**src/rtl/v_w_divider_scheduler_if.sv**
```systemverilog
// Bundle of the scale-side request/result signals and the divider-side signals
// for one shared V/W divider scheduler.
interface v_w_divider_scheduler_if #(
    parameter int EXP_WIDTH   = 8,
    parameter int FRAC_WIDTH  = 23,
    parameter int NUM_SCALES  = 3,
    parameter int DIV_LATENCY = 8
);
    localparam int FPW     = 1 + EXP_WIDTH + FRAC_WIDTH;
    localparam int SCALE_W = $clog2(NUM_SCALES);
    localparam int INF_W   = $clog2(DIV_LATENCY + 3) + 1;

    logic                      enable_i;
    logic [NUM_SCALES*FPW-1:0] v_i;
    logic [NUM_SCALES*FPW-1:0] w_i;
    logic [NUM_SCALES*16-1:0]  col_i;
    logic [NUM_SCALES*16-1:0]  row_i;
    logic [NUM_SCALES-1:0]     valid_i;
    logic [NUM_SCALES-1:0]     ready_o;

    logic [FPW-1:0]            div_v_o;
    logic [FPW-1:0]            div_w_o;
    logic [15:0]               div_col_o;
    logic [15:0]               div_row_o;
    logic                      div_valid_o;
    logic [FPW-1:0]            div_z_i;
    logic [FPW-1:0]            div_c_i;
    logic [15:0]               div_col_i;
    logic [15:0]               div_row_i;
    logic                      div_valid_i;

    logic [FPW-1:0]            z_o;
    logic [FPW-1:0]            c_o;
    logic [15:0]               col_o;
    logic [15:0]               row_o;
    logic [SCALE_W-1:0]        scale_o;
    logic [NUM_SCALES-1:0]     valid_o;
    logic [INF_W-1:0]          inflight_o;
    logic                      idle_o;
    logic                      err_o;

    modport slave (
        input  enable_i, v_i, w_i, col_i, row_i, valid_i,
        input  div_z_i, div_c_i, div_col_i, div_row_i, div_valid_i,
        output ready_o, div_v_o, div_w_o, div_col_o, div_row_o, div_valid_o,
        output z_o, c_o, col_o, row_o, scale_o, valid_o, inflight_o, idle_o, err_o
    );

    modport master (
        output enable_i, v_i, w_i, col_i, row_i, valid_i,
        output div_z_i, div_c_i, div_col_i, div_row_i, div_valid_i,
        input  ready_o, div_v_o, div_w_o, div_col_o, div_row_o, div_valid_o,
        input  z_o, c_o, col_o, row_o, scale_o, valid_o, inflight_o, idle_o, err_o
    );
endinterface

```
**src/rtl/v_w_divider_scheduler.sv**
```systemverilog
// Round-robin scheduler sharing one fixed-latency V/W divider between NUM_SCALES
// streams; a scale tag travels beside the divider to steer each result home.
module v_w_divider_scheduler #(
    parameter int EXP_WIDTH   = 8,
    parameter int FRAC_WIDTH  = 23,
    parameter int NUM_SCALES  = 3,
    parameter int DIV_LATENCY = 8
) (
    input logic                  clk_i,
    input logic                  rst_i,
    v_w_divider_scheduler_if.slave bus
);
    localparam int FP_WIDTH_REG = 1 + EXP_WIDTH + FRAC_WIDTH;
    localparam int SCALE_W      = $clog2(NUM_SCALES);
    localparam int INF_W        = $clog2(DIV_LATENCY + 3) + 1;
    localparam logic [SCALE_W-1:0] LAST_SCALE = SCALE_W'(NUM_SCALES - 1);

    logic [SCALE_W-1:0]    ptr;
    logic [SCALE_W-1:0]    grant_idx;
    logic                  grant_any;
    int                    cand;

    // Tag entry 0 sits beside div_valid_o; entry DIV_LATENCY beside div_valid_i.
    logic [DIV_LATENCY:0]  tag_valid;
    logic [SCALE_W-1:0]    tag_scale [DIV_LATENCY+1];
    logic                  tag_last_valid;
    logic [SCALE_W-1:0]    tag_last_scale;

    // Handshake: a scale transfers in any cycle where valid_i[k] & ready_o[k];
    // ready_o is a pure function of enable_i, valid_i and the rr pointer.
    always_comb begin
        grant_any = 1'b0;
        grant_idx = '0;
        cand      = 0;
        if (bus.enable_i) begin
            for (int i = 1; i <= NUM_SCALES; i++) begin
                cand = (int'(ptr) + i) % NUM_SCALES;
                if (!grant_any && bus.valid_i[cand]) begin
                    grant_any = 1'b1;
                    grant_idx = SCALE_W'(cand);
                end
            end
        end
    end

    assign bus.ready_o    = grant_any ? (NUM_SCALES'(1) << grant_idx) : '0;
    assign tag_last_valid = tag_valid[DIV_LATENCY];
    assign tag_last_scale = tag_scale[DIV_LATENCY];
    assign bus.idle_o     = (bus.inflight_o == '0) && !grant_any;

    always_ff @(posedge clk_i or negedge rst_i) begin
        if (!rst_i) begin
            ptr             <= LAST_SCALE;
            bus.div_v_o     <= '0;
            bus.div_w_o     <= '0;
            bus.div_col_o   <= '0;
            bus.div_row_o   <= '0;
            bus.div_valid_o <= 1'b0;
            tag_valid       <= '0;
            for (int i = 0; i <= DIV_LATENCY; i++) begin
                tag_scale[i] <= '0;
            end
            bus.z_o         <= '0;
            bus.c_o         <= '0;
            bus.col_o       <= '0;
            bus.row_o       <= '0;
            bus.scale_o     <= '0;
            bus.valid_o     <= '0;
            bus.inflight_o  <= '0;
            bus.err_o       <= 1'b0;
        end else begin
            bus.div_valid_o <= grant_any;
            if (grant_any) begin
                ptr           <= grant_idx;
                bus.div_v_o   <= bus.v_i[int'(grant_idx)*FP_WIDTH_REG +: FP_WIDTH_REG];
                bus.div_w_o   <= bus.w_i[int'(grant_idx)*FP_WIDTH_REG +: FP_WIDTH_REG];
                bus.div_col_o <= bus.col_i[int'(grant_idx)*16 +: 16];
                bus.div_row_o <= bus.row_i[int'(grant_idx)*16 +: 16];
            end

            // The divider never stalls, so the tag pipe shifts unconditionally.
            tag_valid    <= {tag_valid[DIV_LATENCY-1:0], grant_any};
            tag_scale[0] <= grant_idx;
            for (int i = 1; i <= DIV_LATENCY; i++) begin
                tag_scale[i] <= tag_scale[i-1];
            end

            if (tag_last_valid) begin
                bus.z_o     <= bus.div_z_i;
                bus.c_o     <= bus.div_c_i;
                bus.col_o   <= bus.div_col_i;
                bus.row_o   <= bus.div_row_i;
                bus.scale_o <= tag_last_scale;
                bus.valid_o <= NUM_SCALES'(1) << tag_last_scale;
            end else begin
                bus.valid_o <= '0;
            end

            bus.inflight_o <= bus.inflight_o + INF_W'(grant_any) - INF_W'(|bus.valid_o);

            if (tag_last_valid != bus.div_valid_i) begin
                bus.err_o <= 1'b1;
            end
        end
    end
endmodule

```
**src/flat_wrapper.sv**
```systemverilog
// flat-port wrapper written by rule: the top's interface ports become plain ports
module v_w_divider_scheduler_flat 
#(
    parameter int EXP_WIDTH   = 8,
    parameter int FRAC_WIDTH  = 23,
    parameter int NUM_SCALES  = 3,
    parameter int DIV_LATENCY = 8
)
  (clk_i, rst_i, bus_enable_i, bus_v_i, bus_w_i, bus_col_i, bus_row_i, bus_valid_i, bus_div_z_i, bus_div_c_i, bus_div_col_i, bus_div_row_i, bus_div_valid_i, bus_ready_o, bus_div_v_o, bus_div_w_o, bus_div_col_o, bus_div_row_o, bus_div_valid_o, bus_z_o, bus_c_o, bus_col_o, bus_row_o, bus_scale_o, bus_valid_o, bus_inflight_o, bus_idle_o, bus_err_o);
  v_w_divider_scheduler_if #(.EXP_WIDTH(EXP_WIDTH), .FRAC_WIDTH(FRAC_WIDTH), .NUM_SCALES(NUM_SCALES), .DIV_LATENCY(DIV_LATENCY)) bus_i ();
  input logic clk_i;
  input logic rst_i;
  input wire logic [$bits(bus_i.enable_i)-1:0] bus_enable_i;
  input wire logic [$bits(bus_i.v_i)-1:0] bus_v_i;
  input wire logic [$bits(bus_i.w_i)-1:0] bus_w_i;
  input wire logic [$bits(bus_i.col_i)-1:0] bus_col_i;
  input wire logic [$bits(bus_i.row_i)-1:0] bus_row_i;
  input wire logic [$bits(bus_i.valid_i)-1:0] bus_valid_i;
  input wire logic [$bits(bus_i.div_z_i)-1:0] bus_div_z_i;
  input wire logic [$bits(bus_i.div_c_i)-1:0] bus_div_c_i;
  input wire logic [$bits(bus_i.div_col_i)-1:0] bus_div_col_i;
  input wire logic [$bits(bus_i.div_row_i)-1:0] bus_div_row_i;
  input wire logic [$bits(bus_i.div_valid_i)-1:0] bus_div_valid_i;
  output wire logic [$bits(bus_i.ready_o)-1:0] bus_ready_o;
  output wire logic [$bits(bus_i.div_v_o)-1:0] bus_div_v_o;
  output wire logic [$bits(bus_i.div_w_o)-1:0] bus_div_w_o;
  output wire logic [$bits(bus_i.div_col_o)-1:0] bus_div_col_o;
  output wire logic [$bits(bus_i.div_row_o)-1:0] bus_div_row_o;
  output wire logic [$bits(bus_i.div_valid_o)-1:0] bus_div_valid_o;
  output wire logic [$bits(bus_i.z_o)-1:0] bus_z_o;
  output wire logic [$bits(bus_i.c_o)-1:0] bus_c_o;
  output wire logic [$bits(bus_i.col_o)-1:0] bus_col_o;
  output wire logic [$bits(bus_i.row_o)-1:0] bus_row_o;
  output wire logic [$bits(bus_i.scale_o)-1:0] bus_scale_o;
  output wire logic [$bits(bus_i.valid_o)-1:0] bus_valid_o;
  output wire logic [$bits(bus_i.inflight_o)-1:0] bus_inflight_o;
  output wire logic [$bits(bus_i.idle_o)-1:0] bus_idle_o;
  output wire logic [$bits(bus_i.err_o)-1:0] bus_err_o;
  assign bus_i.enable_i = bus_enable_i;
  assign bus_i.v_i = bus_v_i;
  assign bus_i.w_i = bus_w_i;
  assign bus_i.col_i = bus_col_i;
  assign bus_i.row_i = bus_row_i;
  assign bus_i.valid_i = bus_valid_i;
  assign bus_i.div_z_i = bus_div_z_i;
  assign bus_i.div_c_i = bus_div_c_i;
  assign bus_i.div_col_i = bus_div_col_i;
  assign bus_i.div_row_i = bus_div_row_i;
  assign bus_i.div_valid_i = bus_div_valid_i;
  assign bus_ready_o = bus_i.ready_o;
  assign bus_div_v_o = bus_i.div_v_o;
  assign bus_div_w_o = bus_i.div_w_o;
  assign bus_div_col_o = bus_i.div_col_o;
  assign bus_div_row_o = bus_i.div_row_o;
  assign bus_div_valid_o = bus_i.div_valid_o;
  assign bus_z_o = bus_i.z_o;
  assign bus_c_o = bus_i.c_o;
  assign bus_col_o = bus_i.col_o;
  assign bus_row_o = bus_i.row_o;
  assign bus_scale_o = bus_i.scale_o;
  assign bus_valid_o = bus_i.valid_o;
  assign bus_inflight_o = bus_i.inflight_o;
  assign bus_idle_o = bus_i.idle_o;
  assign bus_err_o = bus_i.err_o;
  v_w_divider_scheduler #(.EXP_WIDTH(EXP_WIDTH), .FRAC_WIDTH(FRAC_WIDTH), .NUM_SCALES(NUM_SCALES), .DIV_LATENCY(DIV_LATENCY)) u_core (.clk_i(clk_i), .rst_i(rst_i), .bus(bus_i));
endmodule
```
**config.mk**
```make
export PLATFORM = sky130hd
export DESIGN_NAME = v_w_divider_scheduler_flat
export DESIGN_NICKNAME = d
export VERILOG_FILES = /design/src/rtl/v_w_divider_scheduler_if.sv /design/src/rtl/v_w_divider_scheduler.sv /design/src/flat_wrapper.sv
export SDC_FILE = /design/constraint.sdc
export NUM_CORES = 1
export LEC_CHECK = 0
export ABC_AREA = 1
export ABC_CLOCK_PERIOD_IN_PS = 2500
export BUFFER_PORTS_ARGS = -buffer_cell sky130_fd_sc_hd__buf_2
export CAP_MARGIN = 10
export CORE_AREA = 3 3 235 237
export DETAILED_ROUTE_END_ITERATION = 6
export DIE_AREA = 0 0 238 240
export MAX_ROUTING_LAYER = met4
export PLACE_DENSITY_LB_ADDON = 0.12
export SLEW_MARGIN = 20
export SYNTH_ARGS = -nofsm -noshare
export SYNTH_HDL_FRONTEND = slang
export SYNTH_SLANG_ARGS = --single-unit
```
**constraint.sdc**
```tcl
create_clock -name clk_i -period 2.5 [get_ports clk_i]
set_input_delay 0.375 -clock clk_i [delete_from_list [all_inputs] [get_ports clk_i]]
set_output_delay 0.375 -clock clk_i [all_outputs]
set_load 0.01 [all_outputs]
```
### Word-level counts from Yosys, hierarchy flattened

Cells that the tools add are included.

| storage, ports and cells | value |
|---|---|
| register bits | 233 |
| output and inout port bits | 208 |
| input bits | 391 |
| logic and storage cells | 71 |

| operators by class | value |
|---|---|
| reductions and logical operators | 8 |
| multiplexer cells | 21 |
| div/mod/pow operators | 3 |
| $add $sub $neg | 5 |
| order comparisons | 3 |
| shifts and indexed selects | 6 |
| equality and inequality tests | 1 |

Operator list:

| cell | number |
|---|---|
| $shiftx 96x8->32 | 2 |
| $lt 32x4->1 const B | 3 |
| $mod 32x3->32 const B | 3 |
| $shiftx 48x7->16 | 2 |
| $mux 1 | 12 |
| $mux 2 | 4 |
| $add 2x2->3 const B | 2 |
| $bmux 1 s2 | 3 |
| $mux 3 | 2 |
| $shl 1x2->3 const A | 2 |
| $add 5x1->5 | 1 |
| $logic_not 5->1 | 1 |
| $sub 5x1->5 | 1 |
| $add 2x1->3 const B | 1 |
| $logic_and 1x1->1 | 3 |
| $logic_not 1->1 | 3 |
| $reduce_or 3->1 | 1 |
| $ne 1x1->1 | 1 |

### Depth between registers and ports, before layout

Gate-level depths: netlist of run 1.

| depth | value |
|---|---|
| depth in word-level cells | 17 |
| depth in mapped cells | 17 |
| mapped depth without buffers | 16 |

### Worst setup path before layout of run 1

No wires, ideal clock.

| timing path | value |
|---|---|
| kind | reg2reg |
| start | register u_core.ptr[1] |
| end | register u_core.bus.inflight_o[4] |
| arrival | 2.629 ns |
| slack | -0.208 ns |
| path buffers | 1 |
| stages on the path, launching flop included | 16 |
| clock period less this slack | 2.708 ns |
| data required time | 2.421 ns |
| setup time | 0.079 ns |
| cells stage by stage | dfstp_2 -> inv_1 -> ha_1 -> nand3_1 -> nand3_2 -> nor2_4 -> o211ai_1 -> nand2_2 -> buf_4 -> inv_2 -> ha_1 -> fa_1 -> a21oi_1 -> nor2_1 -> nor2_1 -> xor2_1 |

| between the ends | value |
|---|---|
| longest elaborated chain between the ends | 17 |
| elaborated cells between the ends (all ways) | 27 |
| those cells by class | add/sub (5); div (3); mux (15); reduce/logical (4) |

RTL lines:

| element | line | source |
|---|---|---|
| start: declaration | v_w_divider_scheduler.sv:18 | `logic [SCALE_W-1:0] ptr;` |
| start signal: assignment | v_w_divider_scheduler.sv:74 | `ptr <= grant_idx;` |
| $add 2x1->3 | v_w_divider_scheduler.sv:37 | `cand = (int'(ptr) + i) % NUM_SCALES;` |
| $mod 32x3->32 | v_w_divider_scheduler.sv:37 |  |
| $bmux 1 s2 | v_w_divider_scheduler.sv:38 | `if (!grant_any && bus.valid_i[cand]) begin` |
| $mux 1 (not written as such) (2 in series) | v_w_divider_scheduler.sv:38 |  |
| $mux 1 | v_w_divider_scheduler.sv:38 |  |
| $mux 1 | v_w_divider_scheduler.sv:35 | `if (bus.enable_i) begin` |
| $logic_not 1->1 | v_w_divider_scheduler.sv:38 |  |
| $logic_and 1x1->1 | v_w_divider_scheduler.sv:38 |  |
| $mux 1 | v_w_divider_scheduler.sv:38 |  |
| $mux 1 | v_w_divider_scheduler.sv:35 |  |
| $logic_not 1->1 | v_w_divider_scheduler.sv:38 |  |
| $logic_and 1x1->1 | v_w_divider_scheduler.sv:38 |  |
| $mux 1 (*) | v_w_divider_scheduler.sv:38 |  |
| $mux 1 (*) | v_w_divider_scheduler.sv:35 |  |
| net u_core.grant_any | v_w_divider_scheduler.sv:20 | `logic grant_any;` |
| $add 5x1->5 (*) | v_w_divider_scheduler.sv:99 | `bus.inflight_o <= bus.inflight_o + INF_W'(grant_any) - INF_W'(\|bus.valid_o);` |
| $sub 5x1->5 (*) | v_w_divider_scheduler.sv:99 |  |
| end signal: assignment | v_w_divider_scheduler.sv:99 |  |
| end: declaration | v_w_divider_scheduler_if.sv:46 | `output z_o, c_o, col_o, row_o, scale_o, valid_o, inflight_o, idle_o, err_o` |

The timed path passes the listed nets; every way through them passes the cells marked *. The select of a mux whose other input is x is not followed.
A chain may end at the register's enable or synchronous reset.

### Final worst setup path of run 1

| timing path | value |
|---|---|
| start | register u_core.ptr[1] |
| end | output port bus_ready_o[0] |

| between the ends | value |
|---|---|
| longest elaborated chain between the ends | 17 |
| elaborated cells between the ends (all ways) | 31 |
| those cells by class | add/sub (3); div (3); shift (1); mux (20); reduce/logical (4) |

RTL lines:

| element | line | source |
|---|---|---|
| $add 2x1->3 | v_w_divider_scheduler.sv:37 |  |
| $mod 32x3->32 | v_w_divider_scheduler.sv:37 |  |
| $bmux 1 s2 | v_w_divider_scheduler.sv:38 |  |
| $mux 1 (not written as such) (2 in series) | v_w_divider_scheduler.sv:38 |  |
| $mux 1 | v_w_divider_scheduler.sv:38 |  |
| $mux 1 | v_w_divider_scheduler.sv:35 |  |
| $logic_not 1->1 | v_w_divider_scheduler.sv:38 |  |
| $logic_and 1x1->1 | v_w_divider_scheduler.sv:38 |  |
| $mux 1 | v_w_divider_scheduler.sv:38 |  |
| $mux 1 | v_w_divider_scheduler.sv:35 |  |
| $logic_not 1->1 | v_w_divider_scheduler.sv:38 |  |
| $logic_and 1x1->1 | v_w_divider_scheduler.sv:38 |  |
| $mux 2 | v_w_divider_scheduler.sv:38 |  |
| $mux 2 | v_w_divider_scheduler.sv:35 |  |
| $shl 1x2->3 | v_w_divider_scheduler.sv:46 | `assign bus.ready_o = grant_any ? (NUM_SCALES'(1) << grant_idx) : '0;` |
| $mux 3 (*) | v_w_divider_scheduler.sv:46 |  |
| end: declaration | flat_wrapper.sv:24 | `output wire logic [$bits(bus_i.ready_o)-1:0] bus_ready_o;` |

Mark *: on every way between the ends. The rest lies on a longest branch, timed or not. The select of a mux whose other input is x is not followed.

==> out/qor.csv, run 1 <==
stage,metric,value,unit
sta,worst-slew-pin-transition,703,ps
setup_path,cp-start-kind,flip-flop,
sta,setup_violations,44,
logic_synthesis,post_synth_num_cell_types,28,
logic_synthesis,post_synth_instance_area,11400,um^2
pwr,p_int,13.6,mW
sta,slew_violations,0,
sta,maxClockFrequency,360,MHz
cts,clock_insertion_delay_worst_skew,570,ps
pwr,swShare,42.9,%
floorplan,floorplan.rows,85,
sta,fin_tns_setup,-1460,ps
logic_synthesis,synth_edf_count,0,
logic_synthesis,synth.area.top_cells,"dfrtp_1, nand2_1, inv_1, nand3_1, or2_1",
sta,fin_skew,12.7,ps
cts,cts_tree,done,
placed_design,buffer_ports.inserted,598,
global_routing,grt_overflow,0,
drt,detailroute.via_count,11952,
drt,first_iter_violations,431,
drt,avgRoutedWirePerCell,16.4,um
pwr,switching_power,10.2,mW
logic_synthesis,synth.largest_area_cell,dfrtp_1,
logic_synthesis,ranking_of_synthesized_cells_by_instance_count,"nand2_1, dfrtp_1, inv_1, nand3_1, or2_1",
global_routing,maximum_number_of_pins_on_one_net_before_global_route_repair,98,
sta,slew_headroom,53.1,%
floorplan,die_w,238,um
cells_and_area,post_route_cells_drive_above_1_share,34.2,%
setup_path,worst_r2r_endpoint,u_core.bus.inflight_o[4]$_DFF_PN0_,
cts,number_of_buffers_created_by_cts,30,
floorplan,fp.dieArea,57100,um^2
pwr,clkPwrFrac,17.4,%
cts,clk_pin_slew_worst_setup_hold_paths,60,ps
cells_and_area,finish.utilization,33.9,%
min_path,min_delay_path_depth,3,
global_routing,grt_first_pass_wirelength,69.3,mm
setup_path,top_fanout_value_on_the_critical_path,5,
sta,grt_setup_unrepaired,true,
pwr,power_frac_seq,27.6,%
run_status,violations_in_the_final_reports,negative setup slack,
placed_design,gp_congestion,0.876,
min_path,timing.hold.worst.start,bus_div_z_i[31],
cts,cts_num_sinks,232,
global_routing,via_count_of_the_first_global_routing_pass,12037,
run_status,outcome,finished with violations,
setup_path,timing.critical_path.to_type,primary output,
setup_path,worst_r2r_startpoint,u_core.ptr[1]$_DFFE_PN1P_,
drt,drt-total-wl,49.2,mm
cts,clock_tree.htree_level_count,1,
cts,cts.path.max_buffers,3,
sta,fin_crit_sh,111,%
logic_synthesis,synth.most_common_cell,nand2_1,
sta,final_period_minus_worst_setup_slack,2780,ps
cells_and_area,fin_cells,3007,
pwr,p_comb_share,55.0,%
drt,drt_pass1_iterations,4,
drt,ant_nets,0,
logic_synthesis,yosysSeqAreaShare,51.0,%
placed_design,place.detailed.instances,2807,
global_routing,gr_util_all_layers,16.0,%
floorplan,die_height,240,um
cells_and_area,syn_to_final_growth,59.2,%
cts,cts.root.buffer_cell,clkbuf_16,
drt,detailed_route_drc_error_count,0,
floorplan,placeable_core_region,53500,um^2
sta,post-route-worst-setup-slack,-276,ps
setup_path,ff2ff_path_depth,14,
floorplan,floorplan.initialDensity,21.3,%
floorplan,boundaryPins,599,
cells_and_area,total_nets_final,2669,
global_routing,antenna_found_initial,22,
sta,timing_hold_violations_final,0,
setup_path,critical_path_class,flip-flop to primary output,
logic_synthesis,synthFlopType,dfrtp_1,
placed_design,dp_slack,5.09,ps
setup_path,ff2ff_setup_slack,-60,ps
logic_synthesis,syn_avg_cell_area,7.37,um^2
logic_synthesis,synth_top_area_share,50.8,%
logic_synthesis,syn-num-nets,1946,
min_path,worstHoldEndpoint,u_core.bus.z_o[31]$_DFFE_PN0P_,
pwr,power_density,1310,nW/um^2
run,max-cap-violations,0,
logic_synthesis,synth-warning-count,0,
pwr,p_leak,10.5,nW
setup_path,cp_data_required_time,2120,ps
drt,route.detailed.vias_per_inst,3.97,
logic_synthesis,ys_async_sr_fraction,100,%
pwr,peakVddDrop,0.564,mV
placed_design,place_hpwl,34.5,mm
logic_synthesis,ys_ff_latch,232,
setup_path,critical_path_arrival,2400,ps
min_path,min_path_type,primary input to flip-flop,
logic_synthesis,netlist_instances,1546,
-- sequential cells by signal, indices dropped and copies added (netlist names), 3 cells and up --
| name | count |
|---|---|
| u_core.bus.div_v_o | 32 |
| u_core.bus.div_col_o | 16 |
| u_core.bus.row_o | 16 |
| u_core.bus.valid_o | 3 |
| u_core.tag_valid | 9 |
| u_core.bus.inflight_o | 5 |
| u_core.bus.div_w_o | 32 |
| u_core.bus.col_o | 16 |
| u_core.tag_scale | 16 |
| u_core.bus.c_o | 32 |
| u_core.bus.div_row_o | 16 |
| u_core.bus.z_o | 32 |
-- placed cells by master (no fill, tap or decap), types with 5 or more instances in the layout --
cell type	n
a21oi_1	5
buf_12	14
buf_2	593
buf_4	42
buf_6	12
buf_8	8
clkbuf_1	10
clkbuf_16	41
clkbuf_8	7
dfrtp_1	230
diode_2	22
dlygate4sd3_1	82
ha_1	5
inv_1	204
inv_2	6
nand2_1	772
nand2_2	9
nand3_1	85
nand3_2	19
nand3_4	6
or2_0	11
or2_1	84
-- cell families (layout without fill, tap and decap cells) --
logic type	count (synthesis)	in the layout	share of synthesized area, %
other cells	0	22	0
buf+inv	288	1031	10.3
simple gates	1000	1000	36.7
fa+ha+maj	9	9	1.05
compound gates	13	13	0.615
flops	232	232	51.0
xor+xnor	4	4	0.308
-- metal layers --
metal / GRT usage [%] / wire, um / vias to the layer above
met5: - / 0 / -
met4: 5.48 / 1500 / 0
met3: 5.62 / 4400 / 75
met2: 26.0 / 23100 / 427
met1: 18.5 / 20200 / 5411
li1: - / - / 6039
-- worst max-delay path, cell delays in order, from the launching register on --
cell and delay, ps:
dfstp_2 550, inv_2 50, ha_4 190, inv_6 80, nand3_4 90, nand3_4 100
nor2_4 50, o211ai_1 140, nand2_4 110, buf_6 130, nor3_4 210, buf_6 140
-- final cells by class --
cell class	count	area (um^2)
fillers	5808	35400
flip-flops and latches	232	5810
repair buffers	764	4980
multi-input cells	1026	4660
clock buffers	48	910
well taps	696	871
inverters	215	830
diodes	22	55.1
clock inverters	4	23.8
-- repair_timing --
action | in CTS | in global routing
gates resized for setup | 25 | 53
gates cloned | 1 | 15
pin swaps | 14 | 17
endpoints found under the hold margin | 137 | 0
endpoints found under the setup margin | 4 | 96
hold buffers | 82 | 0
setup buffers | 13 | 17
-- through the flow --
stage | power, mW | hold slack (ps) | instance area (um^2)
finish | 23.8 | 40.0 | 18100
global placement | 17.8 | 331 | 15400
detailed placement | 17.8 | 335 | 15400
global route | 25.9 | 14.5 | 18100
CTS | 22.7 | 0.0103 | 17400
floorplan | 13.2 | 79.4 | 11500
-- worst max path at each step --
stage | startpoint | end
3_5_place_dp | u_core.ptr[1]$_DFFE_PN1P_ | u_core.bus.inflight_o[4]$_DFF_PN0_
3_3_place_gp | u_core.ptr[1]$_DFFE_PN1P_ | u_core.bus.inflight_o[4]$_DFF_PN0_
5_1_grt | u_core.ptr[1]$_DFFE_PN1P_ | bus_ready_o[0]
6_report | u_core.ptr[1]$_DFFE_PN1P_ | bus_ready_o[0]
4_1_cts | u_core.ptr[1]$_DFFE_PN1P_ | bus_idle_o
2_1_floorplan | u_core.ptr[0]$_DFFE_PN0P_ | u_core.bus.inflight_o[4]$_DFF_PN0_
-- power by group through the flow --
stage | clock [mW] | combinational, mW | sequential (mW)
after global routing | 4.48 | 14.6 | 6.79
after floorplan | 0 | 5.82 | 7.34
after global placement | 0 | 11.2 | 6.58
after detailed placement | 0 | 11.2 | 6.60
final | 4.15 | 13.1 | 6.56
after CTS | 4.36 | 11.8 | 6.57
(Power assumes the default switching activity.)
==> run 2, diff against run 1 <==
--- a/config.mk
+++ b/config.mk
@@ -14,6 +14,7 @@
 export DIE_AREA = 0 0 238 240
 export MAX_ROUTING_LAYER = met4
 export PLACE_DENSITY_LB_ADDON = 0.12
+export REMOVE_ABC_BUFFERS = 1
 export SLEW_MARGIN = 20
 export SYNTH_ARGS = -nofsm -noshare
 export SYNTH_HDL_FRONTEND = slang
==> out/qor.csv, run 2 (synthesis results as in run 1) <==
stage,metric,value,unit,change
drt,first_iter_violations,556,,+29%
cts,cts_num_sinks,232,,unchanged
run_status,violations_in_the_final_reports,negative setup slack,,
drt,avgRoutedWirePerCell,16.9,um,+3.0%
pwr,peakVddDrop,0.474,mV,-16%
cts,cts_tree,done,,
pwr,total_power,23.9,mW,+0.54%
placed_design,gp_congestion,0.840,,-4.0%
sta,grt_setup_unrepaired,true,,
global_routing,maximum_number_of_pins_on_one_net_before_global_route_repair,98,,unchanged
setup_path,critical_path_class,flip-flop to primary output,,
cts,clk_pin_slew_worst_setup_hold_paths,50,ps,about the same
run,max-cap-violations,0,,unchanged
cells_and_area,stdcell_area,17800,um^2,-1.9%
setup_path,timing.critical_path.to_type,primary output,,
cts,cts.path.max_buffers,3,,unchanged
cts,number_of_buffers_created_by_cts,30,,unchanged
placed_design,postPlaceCellArea,15400,um^2,about the same
sta,setup_violations,24,,-45%
sta,maxClockFrequency,365,MHz,+1.4%
floorplan,fp.dieArea,57100,um^2,unchanged
setup_path,cp_data_required_time,2120,ps,about the same
drt,drt-total-wl,49.9,mm,+1.5%
floorplan,placeable_core_region,53500,um^2,unchanged
setup_path,critical_path_arrival,2360,ps,-40 ps
sta,fin_tns_setup,-1040,ps,+414 ps
sta,final_period_minus_worst_setup_slack,2740,ps,-39.1 ps
drt,route.detailed.vias_per_inst,4.00,,+0.64%
sta,slew_violations,0,,unchanged
cts,clock_tree.htree_level_count,1,,unchanged
cells_and_area,post_route_cells_drive_above_1_share,33.8,%,-0.34 points
floorplan,die_height,240,um,unchanged
pwr,p_leak,10.4,nW,-1.4%
drt,ant_nets,0,,unchanged
floorplan,floorplan.initialDensity,21.3,%,unchanged
placed_design,place.detailed.instances,2808,,+0.036%
floorplan,die_w,238,um,unchanged
sta,post-route-worst-setup-slack,-237,ps,+39.1 ps
global_routing,antenna_found_initial,23,,+4.5%
global_routing,grt_overflow,0,,unchanged
cells_and_area,fin_cells,2961,,-1.5%
cells_and_area,syn_to_final_growth,56.1,%,
global_routing,via_count_of_the_first_global_routing_pass,12077,,+0.33%
sta,fin_skew,13.4,ps,+0.762 ps
placed_design,buffer_ports.inserted,598,,unchanged
setup_path,top_fanout_value_on_the_critical_path,4,,-1
placed_design,place_hpwl,35.6,mm,+3.3%
drt,drt_pass1_iterations,5,,+1
cells_and_area,final_common_cell,nand2_1,,
pwr,power_density,1350,nW/um^2,+2.5%
drt,detailed_route_drc_error_count,0,,unchanged
floorplan,floorplan.rows,85,,unchanged
setup_path,cp-start-kind,flip-flop,,
sta,fin_crit_sh,109,%,-1.6 points
cts,clock_insertion_delay_worst_skew,560,ps,about the same
min_path,min_path_type,primary input to flip-flop,,
global_routing,gr_util_all_layers,16.8,%,+0.72 points
sta,worst-slew-pin-transition,538,ps,-166 ps
global_routing,grt_first_pass_wirelength,72.0,mm,+3.8%
cts,cts.root.buffer_cell,clkbuf_16,,
cells_and_area,finish.utilization,33.2,%,-0.66 points
sta,slew_headroom,64.1,%,+11 points
floorplan,boundaryPins,599,,unchanged
run_status,outcome,finished with violations,,
sta,timing_hold_violations_final,0,,unchanged
drt,detailroute.via_count,11844,,-0.90%
cells_and_area,total_nets_final,2628,,-1.5%
cells_and_area,layout_common_cells,"nand2_1, buf_2, dfrtp_1",,
## run 2: cell count changes in the layout (fill, tap and decap cells not counted), sizes merged
cell / change
clkinv: -4
dlygate4sd3: -33
inv: +2
clkbuf: +1
buf: -10
diode: -4
clkinvlp: +2
## run 2: area by class of cell
cell class	instances	area, um^2
diodes	18	45.0
inverters	215	822
clock inverters	4	36.3
fillers	5854	35700
flip-flops and latches	232	5810
well taps	696	871
clock buffers	47	895
multi-input cells	1026	4620
repair buffers	723	4680
## run 2: report_power, final
| group | internal, mW | total (mW) | switching, mW |
|---|---|---|---|
| combinational | 5.63 | 13.2 | 7.56 |
| clock | 2.43 | 4.12 | 1.69 |
| sequential | 5.64 | 6.61 | 0.970 |
| total | 13.7 | 23.9 | 10.2 |
## run 2: critical path, cell delays in order (launching register included)
cell,delay [ps]
dfstp_2,560
inv_2,60
ha_4,180
inv_6,80
buf_6,100
nand2_2,60
nand3_4,90
o211ai_1,130
nand2_4,110
inv_2,60
buf_6,120
nor3_4,100
buf_2,160
## run 2: repair_timing
item,CTS,global route
gates resized for setup,49,34
endpoints found under the setup margin,55,97
hold buffers,49,0
pin swaps,16,10
hold endpoints to repair,97,0
cloned,3,14
setup buffers,11,8
## run 2: through the flow
step / setup WS [ps] / hold WS (ps)
after floorplan: -1240 / 79.4
after global placement: -22.2 / 333
after detailed placement: -25.0 / 335
after CTS: -309 / 0.105
after global routing: -369 / 14.3
final: -237 / 33.0
## run 2: final timing paths
check / startpoint / end / slack [ps] / cells after the start
max in group asynchronous: rst_i / u_core.bus.div_w_o[6]$_DFFE_PN0P_ / 1370 / 3
hold / removal: bus_div_row_i[11] / u_core.bus.row_o[11]$_DFFE_PN0P_ / 30 / 3
min in group asynchronous: rst_i / u_core.bus.z_o[19]$_DFFE_PN0P_ / 370 / 2
setup / recovery: u_core.ptr[1]$_DFFE_PN1P_ / bus_idle_o / -240 / 12
setup reg to reg: u_core.ptr[1]$_DFFE_PN1P_ / u_core.bus.div_w_o[27]$_DFFE_PN0P_ / -20 / 17
hold reg to reg: u_core.tag_scale[5]$_DFF_PN0_ / u_core.tag_scale[3]$_DFF_PN0_ / 340 / 0
## run 2: layer usage
metal	global-route usage [%]	wire, um
met1	20.1	20700
met2	27.8	23900
met3	5.41	4480
met4	3.23	786
met5	-	0
==> run 3, diff against run 2 <==
--- a/config.mk
+++ b/config.mk
@@ -13,7 +13,7 @@
 export DETAILED_ROUTE_END_ITERATION = 6
 export DIE_AREA = 0 0 238 240
 export MAX_ROUTING_LAYER = met4
-export PLACE_DENSITY_LB_ADDON = 0.12
+export PLACE_DENSITY = 0.56
 export REMOVE_ABC_BUFFERS = 1
 export SLEW_MARGIN = 20
 export SYNTH_ARGS = -nofsm -noshare
==> out/qor.csv, run 3 (synthesis results as in run 1) <==
stage,metric,value,unit,change
global_routing,maximum_number_of_pins_on_one_net_before_global_route_repair,98,,unchanged
setup_path,timing.critical_path.to_type,primary output,,
drt,drt-total-wl,46.8,mm,-6.3%
floorplan,die_height,240,um,unchanged
drt,ant_nets,0,,unchanged
sta,slew_violations,0,,unchanged
sta,fin_crit_sh,111,%,+1.2 points
floorplan,floorplan.initialDensity,21.3,%,unchanged
floorplan,floorplan.rows,85,,unchanged
drt,met2RoutedLength,22.9,mm,-4.4%
cts,cts.root.buffer_cell,clkbuf_16,,
cells_and_area,total_nets_final,2635,,+0.27%
floorplan,die_w,238,um,unchanged
floorplan,fp.dieArea,57100,um^2,unchanged
cells_and_area,fillers,5757,,-1.7%
setup_path,cp_data_required_time,2120,ps,about the same
setup_path,ff2ff_path_depth,17,,unchanged
floorplan,placeable_core_region,53500,um^2,unchanged
drt,wl_met1,18.7,mm,-9.6%
global_routing,antenna_found_initial,15,,-35%
drt,detailroute.via_count,11750,,-0.79%
sta,fin_tns_setup,-4340,ps,-3300 ps
cts,clock_insertion_delay_worst_skew,550,ps,about the same
cells_and_area,final_common_cell,nand2_1,,
placed_design,buffer_ports.inserted,598,,unchanged
cells_and_area,multi_input_comb_area,4680,um^2,+1.3%
global_routing,gr_util_all_layers,15.2,%,-1.5 points
drt,drt_pass1_iterations,4,,-1
drt,detailed_route_drc_error_count,0,,unchanged
cts,clk_pin_slew_worst_setup_hold_paths,60,ps,about the same
global_routing,grt_overflow,0,,unchanged
floorplan,boundaryPins,599,,unchanged
min_path,min_delay_path_depth,3,,unchanged
setup_path,critical_path_class,flip-flop to primary output,,
sta,fin_skew,26.3,ps,+12.9 ps
sta,grt_setup_unrepaired,true,,
sta,final_period_minus_worst_setup_slack,2770,ps,+29.3 ps
sta,slew_headroom,59.5,%,-4.6 points
cells_and_area,final-seq-area,5810,um^2,about the same
cts,cts_num_sinks,232,,unchanged
cells_and_area,finish.utilization,33.1,%,-0.17 points
run,max-cap-violations,0,,unchanged
placed_design,gp_congestion,0.830,,-1.2%
placed_design,place_hpwl,34.0,mm,-4.6%
sta,setup_violations,55,,+130%
sta,maxClockFrequency,362,MHz,-1.1%
cts,cts.path.max_buffers,3,,unchanged
run_status,violations_in_the_final_reports,negative setup slack,,
cells_and_area,syn_to_final_growth,55.3,%,
setup_path,cp-start-kind,flip-flop,,
pwr,p_leak,10.4,nW,about the same
pwr,power_density,1350,nW/um^2,about the same
cts,clock_tree.htree_level_count,1,,unchanged
pwr,total_power,23.8,mW,-0.49%
sta,post-route-worst-setup-slack,-266,ps,-29.3 ps
sta,timing_hold_violations_final,0,,unchanged
run_status,outcome,finished with violations,,
drt,route.detailed.vias_per_inst,3.96,,-0.96%
drt,wl_met3,3.97,mm,-11%
cells_and_area,layout_common_cells,"nand2_1, buf_2, dfrtp_1",,
pwr,peakVddDrop,0.626,mV,+32%
drt,first_iter_violations,443,,-20%
min_path,min_path_type,primary input to flip-flop,,
drt,top_layer_used,met4,,
setup_path,critical_path_arrival,2390,ps,+30 ps
setup_path,top_fanout_value_on_the_critical_path,5,,+1
drt,avgRoutedWirePerCell,15.8,um,-6.4%
cts,cts_tree,done,,
sta,worst-slew-pin-transition,607,ps,+69.6 ps
global_routing,grt_first_pass_wirelength,65.2,mm,-9.3%
cells_and_area,post_route_cells_drive_above_1_share,35.8,%,+2.0 points
global_routing,via_count_of_the_first_global_routing_pass,11256,,-6.8%
cts,number_of_buffers_created_by_cts,27,,-10%
## run 3: changes by cell type in the layout (fill, tap and decap cells not counted), sizes merged
cell,previous run,this run
buf,661,694
dlygate4sd3,49,32
bufinv,0,2
clkbuf,59,41
diode,18,15
clkinv,2,10
## run 3: final timing paths
| path | from | endpoint | slack, ps |
|---|---|---|---|
| setup / recovery | u_core.ptr[1]$_DFFE_PN1P_ | bus_ready_o[0] | -270 |
| hold / removal | bus_div_col_i[11] | u_core.bus.col_o[11]$_DFFE_PN0P_ | 30 |
| setup reg to reg | u_core.ptr[1]$_DFFE_PN1P_ | u_core.bus.div_v_o[3]$_DFFE_PN0P_ | -140 |
| hold reg to reg | u_core.tag_scale[11]$_DFF_PN0_ | u_core.tag_scale[9]$_DFF_PN0_ | 340 |
| max in group asynchronous | rst_i | u_core.bus.div_w_o[0]$_DFFE_PN0P_ | 1380 |
| min in group asynchronous | rst_i | u_core.bus.z_o[1]$_DFFE_PN0P_ | 420 |
## run 3: per-stage QoR
step                      instances  hold WS, ps  setup slack, ps  area [um^2]
after floorplan                1473         79.4            -1240        11000
after global placement         2831          331            -23.7        15600
after detailed placement       2831          335            -37.4        15600
after CTS                      2923        0.514             -294        17100
after global routing           2963         15.4             -377        17700
final                          2966         34.8             -266        17700
## run 3: final cells by class
class                      count  share of cell area, %
timing repair buffer         733                   26.0
clock inverter                14                  0.729
antenna                       15                  0.212
multi-input combinational   1026                   26.5
inverter                     215                   4.63
tap                          696                   4.92
sequential                   232                   32.8
clock buffer                  35                   4.16
## run 3: where the power goes
group          switching [mW]  internal, mW  total [mW]
sequential              0.967          5.64        6.61
clock                    1.64          2.28        3.91
combinational            7.61          5.67        13.3
total                    10.2          13.6        23.8
## run 3: critical path, stage by stage, from the launching register on
cell and delay, ps:
dfstp_2 560, ha_4 230, inv_6 90, nand3_4 90, buf_6 130, nand2_2 50, o21a_1 170, nand2_4 70
nand3_4 100, inv_2 50, nor3_2 100, buf_4 180
## run 3: routing by layer
metal  up-vias  GRT usage (%)
li1       5949              -
met1      5283           17.3
met2       459           26.0
met3        59           4.47
met4         0           4.62
met5         -              -
## run 3: timing repair
item                                   4_1_cts  5_1_grt
setup endpoints to repair                   11       94
resized for setup                           34       69
cloned                                       2        8
endpoints found under the hold margin       90        0
pin swaps                                   13       34
setup buffers                                9       21
hold buffers                                32        0
